[src/rtl/fifo_read_ctrl_pkg.sv]
// Shared types and constants for the fifo_read_ctrl drain stage:
// FSM state encodings, default data width and the buffer credit check.
package fifo_read_ctrl_pkg;

  // FSM state encodings; also driven out on stateOut.
  typedef enum logic [1:0] {
    ST_IDLE  = 2'b00,
    ST_FILL  = 2'b01,
    ST_DRAIN = 2'b10,
    ST_ERROR = 2'b11
  } state_t;

  // Default width of FIFO words and dataOut.
  localparam int DEFAULT_DATA_WIDTH = 8;

  // Output buffer depth and occupancy counter width.
  localparam int BUF_DEPTH = 2;
  localparam int OCC_WIDTH = 2;

  // Width of the FILL timeout counter (FILL_TIMEOUT is limited to 1..255).
  localparam int TO_WIDTH = 8;

  // A new read may be issued only if every word already committed to the
  // buffer (stored plus in flight, minus the one leaving this cycle) still
  // leaves a free slot. This keeps the 2-entry buffer from overflowing.
  function automatic logic has_credit(
    input logic [OCC_WIDTH-1:0] occ,
    input logic                 inflight,
    input logic                 pop
  );
    logic [2:0] committed;
    committed = {1'b0, occ} + {2'b00, inflight} - {2'b00, pop};
    return (committed < 3'(BUF_DEPTH));
  endfunction

endpackage

[src/rtl/fifo_read_ctrl_skid_buf2.sv]
// Two-entry FIFO-ordered register buffer (skid_buf2) between the FIFO
// capture point and the valid/ready output. Push and pop may coincide.
module fifo_read_ctrl_skid_buf2
  import fifo_read_ctrl_pkg::*;
#(
  parameter int DATA_WIDTH = DEFAULT_DATA_WIDTH
) (
  input  logic                  clk,
  input  logic                  rst_n,
  input  logic                  push,
  input  logic [DATA_WIDTH-1:0] push_data,
  input  logic                  pop,
  output logic [OCC_WIDTH-1:0]  occ,
  output logic [DATA_WIDTH-1:0] head,
  output logic                  valid
);

  logic [OCC_WIDTH-1:0]  occ_reg;
  logic [DATA_WIDTH-1:0] head_reg;
  logic [DATA_WIDTH-1:0] tail_reg;
  logic                  pop_ok;
  logic                  push_ok;

  // Ignore a pop of an empty buffer and a push into a full one that is not
  // also popping; the credit rule upstream should never produce either.
  assign pop_ok  = pop  & (occ_reg != '0);
  assign push_ok = push & ((occ_reg != OCC_WIDTH'(BUF_DEPTH)) | pop_ok);

  // Storage update: head_reg is always the oldest word, tail_reg the next.
  always_ff @(posedge clk or negedge rst_n) begin
    if (!rst_n) begin
      occ_reg  <= '0;
      head_reg <= '0;
      tail_reg <= '0;
    end else begin
      case ({push_ok, pop_ok})
        2'b10: begin
          if (occ_reg == '0) begin
            head_reg <= push_data;
          end else begin
            tail_reg <= push_data;
          end
          occ_reg <= occ_reg + 1'b1;
        end
        2'b01: begin
          head_reg <= tail_reg;
          occ_reg  <= occ_reg - 1'b1;
        end
        2'b11: begin
          // Occupancy stays the same; the new word lands behind whatever
          // remains after the head leaves.
          if (occ_reg == OCC_WIDTH'(1)) begin
            head_reg <= push_data;
          end else begin
            head_reg <= tail_reg;
            tail_reg <= push_data;
          end
        end
        default: begin
        end
      endcase
    end
  end

  assign occ   = occ_reg;
  assign head  = head_reg;
  assign valid = (occ_reg != '0);

endmodule

[src/rtl/fifo_read_ctrl.sv]
// Drain stage for an 8-bit FIFO: waits in FILL until the FIFO is above its
// almost-empty threshold (or a timeout expires), then streams words through
// a 2-entry output buffer onto a valid/ready interface. A read that hits an
// empty FIFO traps the block in a sticky ERROR state until ENB is dropped.
module fifo_read_ctrl
  import fifo_read_ctrl_pkg::*;
#(
  parameter int DATA_WIDTH   = DEFAULT_DATA_WIDTH,
  parameter int FILL_TIMEOUT = 8,
  parameter int CNT_WIDTH    = 16
) (
  input  logic                  CLK,
  input  logic                  RST,
  input  logic                  ENB,
  input  logic                  outEmpty,
  input  logic                  almostEmpty,
  input  logic                  errorEmpty,
  input  logic [DATA_WIDTH-1:0] fifoData,
  output logic                  sRead,
  input  logic                  readyIn,
  output logic                  validOut,
  output logic [DATA_WIDTH-1:0] dataOut,
  output logic                  errorOut,
  output logic [1:0]            stateOut,
  output logic [CNT_WIDTH-1:0]  wordCount
);

  // Last count value of a full timeout window (counter starts at zero on
  // FILL entry, so FILL_TIMEOUT non-empty cycles end at FILL_TIMEOUT-1).
  localparam logic [TO_WIDTH-1:0] TIMEOUT_LAST = TO_WIDTH'(FILL_TIMEOUT - 1);

  state_t                 state_reg;
  logic                   error_reg;
  logic                   inflight_reg;
  logic [TO_WIDTH-1:0]    timeout_reg;
  logic [CNT_WIDTH-1:0]   word_count_reg;

  logic [OCC_WIDTH-1:0]   occ;
  logic                   buf_valid;
  logic [DATA_WIDTH-1:0]  buf_head;
  logic                   push;
  logic                   pop;
  logic                   underflow;
  logic                   timeout_hit;
  logic                   fill_go;
  logic                   timeout_run;

  // The word returned for last cycle's read is bad if the FIFO flags it.
  assign underflow = inflight_reg & errorEmpty;

  // Capture every good in-flight word; a flagged word is dropped.
  assign push = inflight_reg & ~errorEmpty;

  // Downstream handshake completes whenever the buffer head is offered
  // and accepted, in any FSM state.
  assign pop = buf_valid & readyIn;

  // FILL gives up waiting for the threshold once the FIFO has been
  // non-empty for a full timeout window.
  assign timeout_hit = ~outEmpty & (timeout_reg == TIMEOUT_LAST);
  assign fill_go     = ENB & (~almostEmpty | timeout_hit);

  // The timeout keeps counting only while FILL persists with data waiting.
  assign timeout_run = (state_reg == ST_FILL) & ENB & ~underflow &
                       ~outEmpty & ~fill_go;

  // Read strobe: only in DRAIN, only with data available and buffer credit.
  // readyIn feeds in through pop so a draining buffer frees credit at once.
  assign sRead = (state_reg == ST_DRAIN) & ENB & ~outEmpty &
                 has_credit(occ, inflight_reg, pop);

  // Main FSM with the sticky error flag; underflow outranks every exit.
  always_ff @(posedge CLK or negedge RST) begin
    if (!RST) begin
      state_reg <= ST_IDLE;
      error_reg <= 1'b0;
    end else if (underflow) begin
      state_reg <= ST_ERROR;
      error_reg <= 1'b1;
    end else begin
      case (state_reg)
        ST_IDLE: begin
          if (ENB) begin
            state_reg <= ST_FILL;
          end
        end
        ST_FILL: begin
          if (!ENB) begin
            state_reg <= ST_IDLE;
          end else if (fill_go) begin
            state_reg <= ST_DRAIN;
          end
        end
        ST_DRAIN: begin
          if (!ENB) begin
            state_reg <= ST_IDLE;
          end else if (outEmpty && !inflight_reg) begin
            state_reg <= ST_FILL;
          end
        end
        ST_ERROR: begin
          if (!ENB) begin
            state_reg <= ST_IDLE;
            error_reg <= 1'b0;
          end
        end
        default: begin
          state_reg <= ST_IDLE;
        end
      endcase
    end
  end

  // FILL timeout counter: clears on an empty FIFO or whenever FILL ends.
  always_ff @(posedge CLK or negedge RST) begin
    if (!RST) begin
      timeout_reg <= '0;
    end else if (timeout_run) begin
      timeout_reg <= timeout_reg + 1'b1;
    end else begin
      timeout_reg <= '0;
    end
  end

  // Remember that a read was issued; its data arrives next cycle.
  always_ff @(posedge CLK or negedge RST) begin
    if (!RST) begin
      inflight_reg <= 1'b0;
    end else begin
      inflight_reg <= sRead;
    end
  end

  // Count delivered words, wrapping naturally at the counter width.
  always_ff @(posedge CLK or negedge RST) begin
    if (!RST) begin
      word_count_reg <= '0;
    end else if (pop) begin
      word_count_reg <= word_count_reg + 1'b1;
    end
  end

  fifo_read_ctrl_skid_buf2 #(
    .DATA_WIDTH (DATA_WIDTH)
  ) u_buf (
    .clk       (CLK),
    .rst_n     (RST),
    .push      (push),
    .push_data (fifoData),
    .pop       (pop),
    .occ       (occ),
    .head      (buf_head),
    .valid     (buf_valid)
  );

  assign validOut  = buf_valid;
  assign dataOut   = buf_head;
  assign errorOut  = error_reg;
  assign stateOut  = state_reg;
  assign wordCount = word_count_reg;

endmodule

[config.mk]
export PLATFORM = sky130hd
export DESIGN_NAME = fifo_read_ctrl
export DESIGN_NICKNAME = d
export VERILOG_FILES = /design/src/rtl/fifo_read_ctrl_pkg.sv /design/src/rtl/fifo_read_ctrl_skid_buf2.sv /design/src/rtl/fifo_read_ctrl.sv
export SDC_FILE = /design/constraint.sdc
export NUM_CORES = 1
export LEC_CHECK = 0
export CAP_MARGIN = 15
export CORE_MARGIN = 3
export CORE_UTILIZATION = 30
export CTS_BUF_LIST = sky130_fd_sc_hd__clkbuf_8
export DETAILED_ROUTE_END_ITERATION = 16
export GPL_ROUTABILITY_DRIVEN = 1
export GPL_TIMING_DRIVEN = 0
export HOLD_SLACK_MARGIN = 0.08
export SYNTH_ARGS = -nofsm -noshare
export SYNTH_HDL_FRONTEND = slang
export SYNTH_SLANG_ARGS = --single-unit
[constraint.sdc]
create_clock -name CLK -period 9 [get_ports CLK]
set_clock_uncertainty 0.2 [all_clocks]
set_input_delay 1.8 -clock CLK [delete_from_list [all_inputs] [get_ports CLK]]
set_output_delay 1.8 -clock CLK [all_outputs]
set_load 0.02 [all_outputs]
* After elaboration in Yosys (flattened, before gate mapping)
Cells that the tools add are included.
Operators by class: $add $sub $neg 6, magnitude comparators 1, eq/ne operators 17, mux-type cells 19, bitwise gates (word level) 21, reductions and logical operators 13
Operator list (number):
- two-way mux 8 bit | 5
- case mux 8 bit (3 select lines) | 1
- adder 16 x 1 -> 16 bit, second input constant | 1
- case mux 8 bit (2 select lines) | 1
- AND 1 bit | 14
- two-way mux 2 bit | 7
- adder 8 x 1 -> 8 bit, second input constant | 1
- == test 2 bit, second input constant | 4
- == test 8 x 3 -> 1 bit, second input constant | 1
- case mux 2 bit (4 select lines) | 1
- nonzero test 2 bit | 4
- == test 2 x 1 -> 1 bit, second input constant | 3
- != test 2 bit, second input constant | 3
- != test 3 bit, second input constant | 2
- NOT 1 bit | 5
- logical NOT 2 bit | 2
- != test 2 x 1 -> 1 bit, second input constant | 2
- != test 4 x 3 -> 1 bit, second input constant | 1
- != test 4 bit, second input constant | 1
- case mux 2 bit (2 select lines) | 1
- AND reduction 2 bit | 2
- AND reduction 4 bit | 1
- adder 2 x 1 -> 3 bit | 1
- less-than comparator 3 x 2 -> 1 bit, second input constant | 1
- other kinds (9) | 12
Word-level totals: register bits 46, input port bits 15, output and inout port bits 29, logic and storage cells 85

* Depth between registers and ports, before layout
Gate-level depths: netlist of the first run.
word-level depth 8, gate-level depth with buffers 9, gate-level depth less buffers 9

* Hierarchy
Synthesis of the first run repeated with hierarchy kept, for this count alone.
Second synthesis, totals: cell total of the unflattened synthesis 202, area, all modules 2243.4 µm²
Modules (own cells, without submodules):
- fifo_read_ctrl | instances 1, cells an instance 117, area each 1331.3 µm², seq. area each 700.7 µm²
- fifo_read_ctrl_skid_buf2 | instances 1, cells an instance 85, area each 912.1 µm², seq. area each 450.4 µm²

* Worst setup path after synthesis of the first run
No wires, ideal clock.
path type in2out, start point input readyIn, end point output sRead, data arrival time 3446 ps, data required time 7000 ps, setup slack 3554 ps, stages on the path 7, path buffers 0, cells stage by stage nand2b_2 inv_2 ha_1 nand2b_1 fa_1 nand4b_1 nor3_1
Between the ends: word-level cells in the longest chain between the ends 4
Ends and longest elaborated chain:
- start, declared | line fifo_read_ctrl.sv:20 | input logic readyIn,
- AND 1 bit | line fifo_read_ctrl.sv:56 | assign pop = buf_valid & readyIn;
- net pop | line fifo_read_ctrl.sv:42 | logic pop;
- subtractor 3 x 1 -> 3 bit | line fifo_read_ctrl_pkg.sv:32 | committed = {1'b0, occ} + {2'b00, inflight} - {2'b00, pop};
- less-than comparator 3 x 2 -> 1 bit | line fifo_read_ctrl_pkg.sv:33 | return (committed < 3'(BUF_DEPTH));
- AND 1 bit | line fifo_read_ctrl.sv:69 | assign sRead = (state_reg == ST_DRAIN) & ENB & ~outEmpty &
- end, declared | line fifo_read_ctrl.sv:19 | output logic sRead,
The timed path passes the listed nets, and every way through them passes these cells.

* Worst setup path in the final report of the first run
Same ends and word-level chain as after synthesis.

==> reports/results.ini, run 1 <==
[worst_setup_path]
worstSetupPathType = input pin to output pin
worstPathMaxFanout = 7
r2r_start = u_buf.occ[1]
critical_path.endpoint_type = output pin
crit_chain = clkdlybuf4s50_1, nand2b_2, inv_2, ha_1, nand2b_1, fa_1, nand4b_1, nor3_1, clkdlybuf4s50_1
slowest_delay_ps = 660
critPathSlowestCell = clkdlybuf4s50_1
worstPathArrival_ps = 4560
crit_path_start = readyIn
cp-start-kind = input pin
ff2ff_path_depth = 9
required_ps = 7000
r2r_slack_ps = 6210
worst_path_most_repeated_cell = clkdlybuf4s50_1
path_buf_inv = 3
crit_family = buffers and inverters
r2r-end = inflight_reg

[yosys]
synth_nets = 214
synth_edf_count = 0
ys.flop_type = dfrtp_1
yosysWarningCount = 0
synth.largest_area_cell = dfrtp_1
synth.avg_cell_area_sq_um = 11.37
synthArstFlopShare = 1.000
ys_seq_elements = 46
yosys-top-cells-count = dfrtp_1 (46), nand2_1 (20), nor2_1 (14), xnor2_1 (14), o21ai_0 (10)
yosysSeqAreaShare = 0.5275
syn_inst = 192
ys_top_cells_by_area = dfrtp_1 (53%), xnor2_1 (5.6%), mux2_2 (4.1%), mux2i_1 (3.7%), xor2_1 (3.6%)
post-synth-top-area-fraction = 0.5275
synth.most_common_cell = dfrtp_1
syn-cell-area_sq_um = 2182
synth_cell_type_count = 38

[floorplanning]
design.core.area_sq_um = 6907
start_util = 0.3159
rows = 30
io_pins = 44
die_area_sq_um = 8333
dieWidth_um = 91.29
die_h_um = 91.29

[final_layout]
largest_register_ffs = 16
fillers = 695
area_growth_syn_to_layout_pct = 30.96
seqCellArea_sq_um = 1151
fin_nets = 265
fin_cells = 340
post-route-util = 0.4138
multi_input_area_sq_um = 991.0
finalInstanceArea_sq_um = 2858
antenna_cells = 0
drive_gt1_frac = 0.1107

[power]
total_power_mw = 0.7711
switching_share = 0.3575
power_density_nw_per_um2 = 269.8
clkPwrFrac = 0.195
ir_drop_v = 0.0001087
switchingPower_mw = 0.2756
intPower_mw = 0.4954
p_leak_nw = 1.289
p_comb_frac = 0.394
seqPwrFrac = 0.411

[sta]
finalCritPeriodShare = 0.7288
max_freq_mhz = 152.5
holdWs_ps = 280.8
slew_headroom = 0.6542
setup_viol = 0
period_minus_slack_ps = 6559
finalHoldViolations = 0
fin_ws_ps = 2441
final_max_slew_viol_count = 0
tns_ps = 0
rsz0062_at_grt = no
worst_pin_slew_ps = 518.7

[outcome]
status = finished clean

[grt]
grt_use_met1 = 0.1420
grt_pass1_wl_um = 7251
grt_use_met3 = 0.02651
first_global_vias = 1535
grt_max_degree = 39
antenna_found_initial = 0
met2_usage = 0.1698
top_usage_layer = met2
overflow = 0
groute.usage.overall = 0.1081

[hold_path]
holdCritPathClass = flop to flop
whs_path_depth = 1
worstHoldStart = wordCount[15]
worstHoldEndpoint = wordCount[15]

[place]
dp.cells = 332
pre_cts_ws_ps = 2432
gp_congestion = 0.7473
placed_area_sq_um = 2748
portBuffers = 43
dpl.hpwl_um = 3145

[routing]
first_pass_iters = 4
antenna_left = 0
drc = 0
viasPerCell = 4.515
drt_wl_total_um = 4224
drtIter0Drc = 52
routedWlPerCell_um = 12.42
num_vias = 1535

[clocking]
htreeDepth = 2
clkTransAtPathRegs_ps = 90
cts_tree = yes
clockBufferDepth = 2
cts_resized = 0
ctsHoldBuffers = 0
clockRootBuffer = clkbuf_8
clock_sinks = 46
clk_latency_ps = 300
cts_made_buffers = 5
cts_setup_buffers = 0

[run]
max_cap_violations = 0

[power by group through the flow]
stage	registers (mW)	logic [mW]	clock network, mW
floorplan	0.357	0.139	0
global route	0.327	0.336	0.162
global placement	0.319	0.302	0
CTS	0.317	0.309	0.156
detailed placement	0.321	0.309	0
finish	0.317	0.303	0.150
[how the worst max path moves through the flow]
| stage | cells past startpoint | to |
|---|---|---|
| finish | 9 | sRead |
| floorplan | 7 | sRead |
| CTS | 9 | sRead |
| detailed placement | 9 | sRead |
| global placement | 9 | sRead |
| global route | 9 | sRead |
[worst reg2reg max path, stage by stage, from the launching register on]
cell and delay, ps:
dfrtp_1 460, inv_1 120, ha_1 260, nand2b_2 260
inv_2 160, ha_1 250, nand2b_1 150, fa_1 490
nand4b_1 90, nor3_1 230
[layout make-up]
| cell class | instances | share of cell area |
|---|---|---|
| sequential | 46 | 0.4028 |
| multi-input combinational | 136 | 0.3468 |
| timing repair buffer | 44 | 0.1559 |
| tap | 96 | 0.04203 |
| clock buffer | 5 | 0.02408 |
| clock inverter | 3 | 0.01445 |
| inverter | 8 | 0.01051 |
| buffer | 2 | 0.003503 |
[routing by layer]
layer	vias to the layer above	share of wire
li1	767	-
met1	737	0.47
met2	23	0.48
met3	8	0.029
met4	0	0.021
met5	-	0
[logic make-up (layout without fill, tap and decap cells)]
family / Yosys count / count (layout) / share of synthesized area
adders and majority gates: 7 / 7 / 0.04358
AOI/OAI and AO/OA: 22 / 22 / 0.06881
and+or+nand+nor: 68 / 68 / 0.1715
buffers and inverters: 10 / 62 / 0.01835
xor gates and xnor gates: 23 / 23 / 0.09232
DFF: 46 / 46 / 0.5275
muxes: 16 / 16 / 0.07798
[placed cells by master (no fill, tap or decap), types with 2 or more instances in the layout]
cell type | synthesis | layout
clkbuf_8 | 0 | 5
o21ai_1 | 3 | 3
and4_1 | 2 | 2
o21ai_0 | 10 | 10
nor2b_1 | 2 | 2
xnor2_1 | 14 | 14
mux2_2 | 8 | 8
and3_1 | 5 | 5
xor2_1 | 9 | 9
nand3_1 | 8 | 8
mux2i_1 | 8 | 8
buf_2 | 2 | 3
nand4b_1 | 2 | 2
nand4_1 | 4 | 4
clkdlybuf4s50_1 | 0 | 42
a21oi_1 | 2 | 2
nor2_1 | 14 | 14
ha_1 | 6 | 6
nor4b_1 | 2 | 2
dfrtp_1 | 46 | 46
inv_1 | 7 | 8
nand2_1 | 20 | 20
Power figures use the tool's default switching activity.
==> run 2: changes to the inputs <==
==> constraint.sdc (replaced) <==
create_clock -name CLK -period 6.59 [get_ports CLK]
set_clock_uncertainty 0.2 [all_clocks]
set_input_delay 1.318 -clock CLK [delete_from_list [all_inputs] [get_ports CLK]]
set_output_delay 1.318 -clock CLK [all_outputs]
set_load 0.02 [all_outputs]
==> results of run 2 <==
The final DEF is identical to that of run 1. Status: finished clean.
Main changes from that run: setup slack after placement 2432 ps -> 986.3 ps; setup slack after layout 2441 ps -> 994.8 ps; register-to-register setup slack 6210 ps -> 3800 ps; total power 0.7711 mW -> 1.053 mW; worst IR drop on VDD 0.0001087 V -> 0.0001484 V
==> run 3: changes to the inputs <==
==> constraint.sdc (replaced) <==
create_clock -name CLK -period 5.8 [get_ports CLK]
set_clock_uncertainty 0.2 [all_clocks]
set_input_delay 1.16 -clock CLK [delete_from_list [all_inputs] [get_ports CLK]]
set_output_delay 1.16 -clock CLK [all_outputs]
set_load 0.02 [all_outputs]
==> results of run 3 <==
The final DEF is identical to that of run 1. Status: finished clean.
Main changes from that run: setup slack after placement 2432 ps -> 512.3 ps; setup slack after layout 2441 ps -> 520.8 ps; register-to-register setup slack 6210 ps -> 3010 ps; total power 0.7711 mW -> 1.196 mW; worst IR drop on VDD 0.0001087 V -> 0.0001686 V
